`config.mk`:
```
export PLATFORM = sky130hd
export DESIGN_NAME = fifo_event_capture
export DESIGN_NICKNAME = d
export VERILOG_FILES = /design/src/rtl/fifo_event_capture.sv
export SDC_FILE = /design/constraint.sdc
export NUM_CORES = 1
export LEC_CHECK = 0
export CORE_MARGIN = 10
export CORE_UTILIZATION = 52
export CTS_CLUSTER_DIAMETER = 150
export DETAILED_ROUTE_END_ITERATION = 8
export GPL_ROUTABILITY_DRIVEN = 0
export PLACE_DENSITY = 0.77
export SYNTH_ARGS = -nofsm -noshare
export SYNTH_HDL_FRONTEND = slang
export SYNTH_SLANG_ARGS = --single-unit
```
`constraint.sdc`:
```
create_clock -name clk -period 2.61 [get_ports clk]
set_input_delay 0.3915 -clock clk [delete_from_list [all_inputs] [get_ports clk]]
set_output_delay 0.3915 -clock clk [all_outputs]
set_load 0.01 [all_outputs]
```
`src/rtl/fifo_event_capture.sv`:
```
// fifo_event_capture: spike-event FIFO feeding a capture FSM that presents (x,y) coordinates to the conv core
// Optional CAPTURE_BOUNDS_CHECK_EN: drop out-of-image events in LATCH and pulse dropped_event.
module fifo_event_capture #(
  parameter int DATA_WIDTH = 16,
  parameter int ADDR_WIDTH = 3,
  parameter int IMG_WIDTH  = 32,
  parameter int IMG_HEIGHT = 32
) (
  input  logic                    clk,
  input  logic                    rst_n,
  input  logic                    write_en,
  input  logic [DATA_WIDTH-1:0]   write_data,
  output logic                    full,
  output logic                    empty,
  output logic [ADDR_WIDTH:0]     fifo_count,
  output logic                    fifo_read_en,
  input  logic                    enable,
  output logic                    active,
  input  logic                    event_ready,
  input  logic                    event_ack,
  output logic                    event_valid,
`ifdef CAPTURE_BOUNDS_CHECK_EN
  output logic                    dropped_event,
`endif
  output logic [DATA_WIDTH/2-1:0] event_x,
  output logic [DATA_WIDTH/2-1:0] event_y
);
  localparam int COORD_BITS = DATA_WIDTH / 2;
  localparam int DEPTH = 2 ** ADDR_WIDTH;
  typedef enum logic [1:0] {IDLE, FETCH, LATCH, VALID} state_t;
  state_t                r_state;
  logic [DATA_WIDTH-1:0] r_mem [DEPTH];
  logic [DATA_WIDTH-1:0] r_read_data;
  logic [ADDR_WIDTH-1:0] r_wr_ptr;
  logic [ADDR_WIDTH-1:0] r_rd_ptr;
  logic [ADDR_WIDTH:0]   r_count;
  logic                  w_push;
  logic                  w_keep;
  assign w_push       = write_en && !full;
  assign full         = r_count[ADDR_WIDTH];
  assign empty        = r_count == '0;
  assign fifo_count   = r_count;
  assign active       = r_state != IDLE;
  assign fifo_read_en = (r_state == IDLE) && enable && event_ready && !empty;
`ifdef CAPTURE_BOUNDS_CHECK_EN
  assign w_keep = (32'(r_read_data[DATA_WIDTH-1:COORD_BITS]) < IMG_WIDTH) &&
                  (32'(r_read_data[COORD_BITS-1:0]) < IMG_HEIGHT);
`else
  assign w_keep = 1'b1;
`endif
  always_ff @(posedge clk) begin
    if (w_push) r_mem[r_wr_ptr] <= write_data;
  end
  always_ff @(posedge clk) begin
    if (!rst_n) begin
      r_wr_ptr    <= '0;
      r_rd_ptr    <= '0;
      r_count     <= '0;
      r_read_data <= '0;
      r_state     <= IDLE;
      event_valid <= 1'b0;
      event_x     <= '0;
      event_y     <= '0;
`ifdef CAPTURE_BOUNDS_CHECK_EN
      dropped_event <= 1'b0;
`endif
    end else begin
      if (w_push) r_wr_ptr <= r_wr_ptr + 1'b1;
      if (fifo_read_en) begin
        r_rd_ptr    <= r_rd_ptr + 1'b1;
        r_read_data <= r_mem[r_rd_ptr];
      end
      if (w_push && !fifo_read_en) r_count <= r_count + 1'b1;
      else if (fifo_read_en && !w_push) r_count <= r_count - 1'b1;
`ifdef CAPTURE_BOUNDS_CHECK_EN
      dropped_event <= (r_state == LATCH) && !w_keep;
`endif
      case (r_state)
        IDLE: if (fifo_read_en) r_state <= FETCH;
        FETCH: r_state <= LATCH;
        LATCH: begin
          r_state     <= w_keep ? VALID : IDLE;
          event_valid <= w_keep;
          if (w_keep) begin
            event_x <= r_read_data[DATA_WIDTH-1:COORD_BITS];
            event_y <= r_read_data[COORD_BITS-1:0];
          end
        end
        VALID: if (event_ack) begin
          r_state     <= IDLE;
          event_valid <= 1'b0;
        end
        default: r_state <= IDLE;
      endcase
    end
  end
endmodule

```
# Word level (Yosys, flattened, before mapping)

Memories as Yosys holds them, arrays and structs flattened. A register that Yosys moved wholly into a read port is not among the register bits.
Cells that the tools add are included.

Latch bits: 0
Memory bits (writable): 128
Register bits: 29
Bits in read-only memories: 0
Output and inout port bits: 25
Memories kept: 1

Divide/modulo/power cells: 0
Multipliers: 0
Equality and inequality tests: 5
Add/sub/neg operators: 4
Reductions and logical operators: 18
$lt $le $gt $ge: 0
Shifts and indexed selects: 0
Bitwise logic cells: 0
Mux-type cells: 9

Memories:

| memory | depth | bits a word | rd ports | clocked after Yosys merged registers in | wr ports | line | source |
|---|---|---|---|---|---|---|---|
| r_mem  | 8     | 16          | 1        | 1                                       | 1        | 32   | `logic [DATA_WIDTH-1:0] r_mem [DEPTH];` |

Operator list:

| operator                                                            | number |
|---|---|
| 4-bit 2-to-1 mux                                                    | 2 |
| 2-bit case mux with 4 select lines                                  | 1 |
| 3-bit by 1-bit adder with 3-bit output (second input constant)      | 2 |
| 1-bit logical AND                                                   | 6 |
| 2-bit nonzero test                                                  | 3 |
| 1-bit zero test                                                     | 5 |
| 4-bit by 1-bit adder with 4-bit output (second input constant)      | 1 |
| 2-bit == test (second input constant)                               | 2 |
| 4-bit zero test                                                     | 1 |
| 2-bit 2-to-1 mux                                                    | 2 |
| 2-bit != test (second input constant)                               | 2 |
| 2-bit AND reduction                                                 | 2 |
| 4-bit by 1-bit subtractor with 4-bit output (second input constant) | 1 |
| 1-bit 2-to-1 mux                                                    | 3 |
| 2-bit by 1-bit == test with 1-bit output (second input constant)    | 1 |
| 2-bit zero test                                                     | 1 |
| 1-bit case mux with 2 select lines                                  | 1 |

# Depth between registers and ports, before layout

Depth after elaboration: 7
Gate-level depth with buffers: 14

# Worst setup path before layout

No wires, ideal clock.

Path type: register to register
From: register r_count[0] (netlist: fifo_count[0])
To: register r_count[3] (netlist: fifo_count[3])
Clock period less this slack: 2579 ps
Setup slack: 31 ps
Data required time: 2538 ps
Data arrival time: 2508 ps
Cell stages (with the launch flop): 13
Cell sequence: dfxtp_1 > or4_4 > and2_4 > buf_6 > buf_6 > inv_1 > ha_1 > inv_1 > ha_1 > a21oi_1 > a211oi_1 > a31oi_1 > mux2i_1

Longest elaborated chain between the ends: 6
Elaborated cells between the ends (all ways): 11
Classes of those cells: 2 x add/sub; 2 x mux; 7 x reduce/logical

Ends and longest elaborated chain:

| what                                                   | line | source |
|---|---|---|
| start, declared                                        | 36   | `logic [ADDR_WIDTH:0] r_count;` |
| start signal, assigned                                 | 73   | `if (w_push && !fifo_read_en) r_count <= r_count + 1'b1;` |
| start signal, assigned                                 | 74   | `else if (fifo_read_en && !w_push) r_count <= r_count - 1'b1;` |
| 4-bit zero test (*)                                    | 41   | `assign empty = r_count == '0;` |
| 1-bit zero test (*)                                    | 44   | `assign fifo_read_en = (r_state == IDLE) && enable && event_ready && !empty;` |
| 1-bit logical AND (*)                                  | 44   |  |
| net fifo_read_en                                       | 16   | `output logic fifo_read_en,` |
| 1-bit zero test                                        | 73   |  |
| 1-bit logical AND                                      | 73   |  |
| 4-bit 2-to-1 mux or 2-bit nonzero test (tied branches) | --   |  |

The timed path passes the listed nets; every way through them passes the cells marked *. The select of a mux whose other input is x is not followed.
A chain may end at the register's enable or synchronous reset.

# Final worst setup path

From: register r_count[3] (netlist: fifo_count[3])
To: register r_count[3] (netlist: fifo_count[3])

Longest elaborated chain between the ends: 6
Elaborated cells between the ends (all ways): 14
Classes of those cells: 2 x add/sub; 2 x mux; 10 x reduce/logical

Ends and longest elaborated chain:

| what |
|---|
| branches (longest 6 deep; another with 4-bit by 1-bit subtractor with 4-bit output) |

Parallel ways; which one is timed is not known. The select of a mux whose other input is x is not followed.

==> flow_summary_export.csv <==
group,metric,value,unit
synth,syn_inst,403,
synth,post_synth_main_area_contributors,"sky130_fd_sc_hd__edfxtp_1, sky130_fd_sc_hd__dfxtp_1, sky130_fd_sc_hd__mux4_2",
detailed_routing,routed_wire_length_per_instance,20.2,um
finish,area_growth_syn_to_layout,19.1,%
worst_setup_path,cp_num_buf_inv,2,
synth,mappedNetlistArea,6710,sq um
sta,timing_worst_slew_pin_value,489,ps
detailed_routing,number_of_drc_markers_after_the_initial_detailed_route_iteration,228,
place,total_instance_count_after_detailed_placement,612,
synth,synth_area_per_cell,16.6,sq um
finish,final_common_cell,"sky130_fd_sc_hd__edfxtp_1",
clock_network,clock_sinks,173,
synth,yosys.cell_types.count,31,
clock_network,clockRootBuffer,"sky130_fd_sc_hd__clkbuf_16",
detailed_routing,antenna_left,0,
finish,postLayoutCoreUtil,0.633,
synth,synth_top_family_by_area,"multiplexers",
synth,synth_xor_xnor_area_share,0.00783,
detailed_routing,finalWirelength,13000,um
place,io_buffers,46,
worst_setup_path,number_of_cells_on_the_critical_path,10,
worst_setup_path,setup.worst_path.end,"fifo_count[3]",
clock_network,cts.clk_slew.worst_paths,60,ps
sta,tcrit_tclk_final,0.951,
finish,mostFrequentLayoutCells,"sky130_fd_sc_hd__edfxtp_1, sky130_fd_sc_hd__clkdlybuf4s50_1, sky130_fd_sc_hd__dfxtp_1, sky130_fd_sc_hd__nand2_1, sky130_fd_sc_hd__mux4_2",
floorplan,initial_utilization,0.532,
synth,synth_top_cell_area_share,0.573,
sta,final_period_minus_worst_setup_slack,2480,ps
sta,setup_slack,127,ps
worst_setup_path,critical_path.reg2reg.startpoint,"fifo_count[3]",
floorplan,chipHeight,134,um
global_route,grt_resource_usage_total,0.150,
synth,yosysTopAreaCell,"sky130_fd_sc_hd__edfxtp_1",
place,placement.setup.worst_slack,-85.6,ps
worst_setup_path,critical_path.cell_chain,"or4_4 -> and2_4 -> inv_1 -> ha_1 -> inv_1 -> ha_4 -> nand3_1 -> a211oi_2 -> a31oi_1 -> mux2i_1",
finish,drive_above_1_share,0.178,
sta,drv_slew,0,
synth,synth_simple_gate_area_frac,0.0638,
worst_setup_path,crit_path_max_fanout,6,
global_route,grt_first_pass_wirelength,20700,um
detailed_routing,per_cell_via_count_in_the_routed_design,5.55,
clock_network,hold_buffers,0,
worst_setup_path,critical-path-top-delay-family,"simple AND/OR/NAND/NOR gates",
worst_setup_path,crit_path_frequent_cell,"sky130_fd_sc_hd__inv_1",
place,dp.final_hpwl,7820,um
clock_network,clk_latency,410,ps
floorplan,core.rowCount,41,
worst_setup_path,timing.critical_path.to_type,"flop",
worst_setup_path,rr_endpoint,"fifo_count[3]",
global_route,first_global_vias,3706,
pwr,max_ir_drop_vdd,0.431,mV
sta,max_slew_margin,0.674,
clock_network,cts.path.max_buffers,2,
sta,setup_viol,0,
synth,synth_seq_area_share,0.707,
synth,synth_warnings,0,
worst_hold_path,timing.hold.worst.class,"reg2reg",
worst_setup_path,critPathArrivalTime,2780,ps
worst_setup_path,cp.required,2900,ps
detailed_routing,remaining_drc_errors,0,
worst_setup_path,crit_type,"reg2reg",
synth,yosys-mux-area-fraction,0.140,
sta,grt_setup_unrepaired,"no",
worst_setup_path,worst_setup_path_startpoint,"fifo_count[3]",
sta,hold_viol,0,
worst_setup_path,r2r_slack,130,ps
detailed_routing,amount_of_wire_on_met3_after_detailed_routing,763,um
sta,max_freq,403,MHz
outcome,status,"finished clean",
clock_network,cts.htree.levels,4,
floorplan,dieArea,17800,sq um
floorplan,die_w,134,um
finish,finalNetCount,492,
worst_setup_path,worstSetupStartpointType,"flop",
synth,postSynthNetCount,435,
detailed_routing,wl_met2,6610,um
worst_setup_path,cpPeakStageDelay,580,ps
detailed_routing,wirelength_met1,5490,um
detailed_routing,top_layer_used,"met4",
floorplan,io-pin-count,47,
synth,yosys.area_share.adder,0.0198,
sta,worst_slack_on_hold_paths,500,ps
worst_setup_path,cp_slowest_cell,"sky130_fd_sc_hd__or4_4",
global_route,grt_antenna_before_repair,0,
detailed_routing,drt_pass1_iterations,4,
clock_network,clock_tree_from_tritoncts,"built",
sta,final.setup_skew,8.14,ps
pwr,cellPowerDensity,901,nW/um^2
finish,antenna_cells,0,
detailed_routing,vias,3579,
sta,fin_tns_setup,0,ps
synth,synth_seq_cells,173,
pwr,p_leak,2.63,nW
global_route,pin_count_of_the_biggest_net_entering_global_routing,49,
worst_setup_path,worstRegToRegCells,10,
global_route,grt_remaining_overflow,0,
job,max_cap_violations,0,
synth,compound_gate_portion_of_the_synthesized_area,0.0347,
floorplan,floorplan.core_area,12600,sq um
finish,instances_no_fill,645,
clock_network,cts-buffers-inserted,17,
## synth_stat cells
master and count:
sky130_fd_sc_hd__buf_6 4, sky130_fd_sc_hd__o21ai_2 2, sky130_fd_sc_hd__buf_4 4, sky130_fd_sc_hd__buf_1 2
sky130_fd_sc_hd__o21ai_0 6, sky130_fd_sc_hd__and2_4 1, sky130_fd_sc_hd__nor2_1 7, sky130_fd_sc_hd__nand2_1 41
sky130_fd_sc_hd__clkbuf_1 9, sky130_fd_sc_hd__mux2i_1 22, sky130_fd_sc_hd__a211oi_1 1, sky130_fd_sc_hd__a21oi_1 3
sky130_fd_sc_hd__buf_2 6, sky130_fd_sc_hd__nor2b_1 21, sky130_fd_sc_hd__ha_1 9, sky130_fd_sc_hd__xor2_1 2
sky130_fd_sc_hd__a31oi_1 18, sky130_fd_sc_hd__mux4_2 32, sky130_fd_sc_hd__xnor2_1 4, sky130_fd_sc_hd__or4_4 1
sky130_fd_sc_hd__nand2b_1 4, sky130_fd_sc_hd__dfxtp_1 45, sky130_fd_sc_hd__and2b_1 1, sky130_fd_sc_hd__and2_1 6
sky130_fd_sc_hd__o21ai_1 10, sky130_fd_sc_hd__nor3_1 2, sky130_fd_sc_hd__fa_1 1, sky130_fd_sc_hd__edfxtp_1 128
sky130_fd_sc_hd__and3_1 1, sky130_fd_sc_hd__inv_1 8, sky130_fd_sc_hd__nand3_1 2
## tightest hold or removal path, cell delays in order (launching register included)
cell	delay (ps)
sky130_fd_sc_hd__dfxtp_1	320
sky130_fd_sc_hd__nand2_1	60
sky130_fd_sc_hd__mux2i_1	60
## layout make-up
type                    instances  area (sq um)
flip-flops and latches        173          4750
fillers                       901          4630
multi-input cells             197          1820
repair buffers                 63           601
clock buffers                  21           440
well taps                     172           215
clock inverters                11           141
inverters                       8          30.0
## cells by family after synthesis
group	Yosys count
AO/OA/AOI/OAI	40
XOR/XNOR	6
adder cells (fa/ha/maj)	10
buffers and inverters	33
flip-flops	173
multiplexers	54
AND/OR/NAND/NOR	87
## worst min-delay path by stage
stage / endpoint / startpoint / slack (ps) / cells past startpoint
after detailed placement: r_state[0] / r_state[0] / 490 / 2
after CTS: r_state[0] / r_state[0] / 500 / 2
after global routing: r_state[0] / r_state[0] / 530 / 2
after floorplan: r_state[0] / r_state[0] / 450 / 2
final: r_state[0] / r_state[0] / 500 / 2
after global placement: r_state[0] / r_state[0] / 460 / 2
## flip-flops by register name, summed over array words and instances, names as in the netlist
signal and count:
r_mem 128, fifo_count 4, event_valid 1, r_state 2, r_wr_ptr 3, r_read_data 16, event_x 8, event_y 8
r_rd_ptr 3
## power by group
group | internal [mW] | switching [mW]
Sequential | 3.20 | 0.128
Clock | 1.50 | 0.963
Combinational | 0.709 | 0.700
Total | 5.41 | 1.79
## through the flow
stage,power (mW),instance area (sq um)
6_report,7.20,7990
3_3_place_gp,4.69,7380
4_1_cts,7.24,7960
3_5_place_dp,4.76,7380
2_1_floorplan,4.31,6710
5_1_grt,7.53,7990
## timing repair
action | CTS | global route
setup endpoints to repair | 0 | 1
endpoints found under the hold margin | 0 | 0
gates resized for setup | 0 | 3
buffers inserted | 0 | 1
## routing by layer
layer | track usage | up-vias
met1 | 0.182 | 1826
met3 | 0.0485 | 10
met5 | 0 | -
met2 | 0.246 | 103
met4 | 0.0574 | 0
li1 | - | 1640
Note: power is estimated with default switching activity, not from simulation.
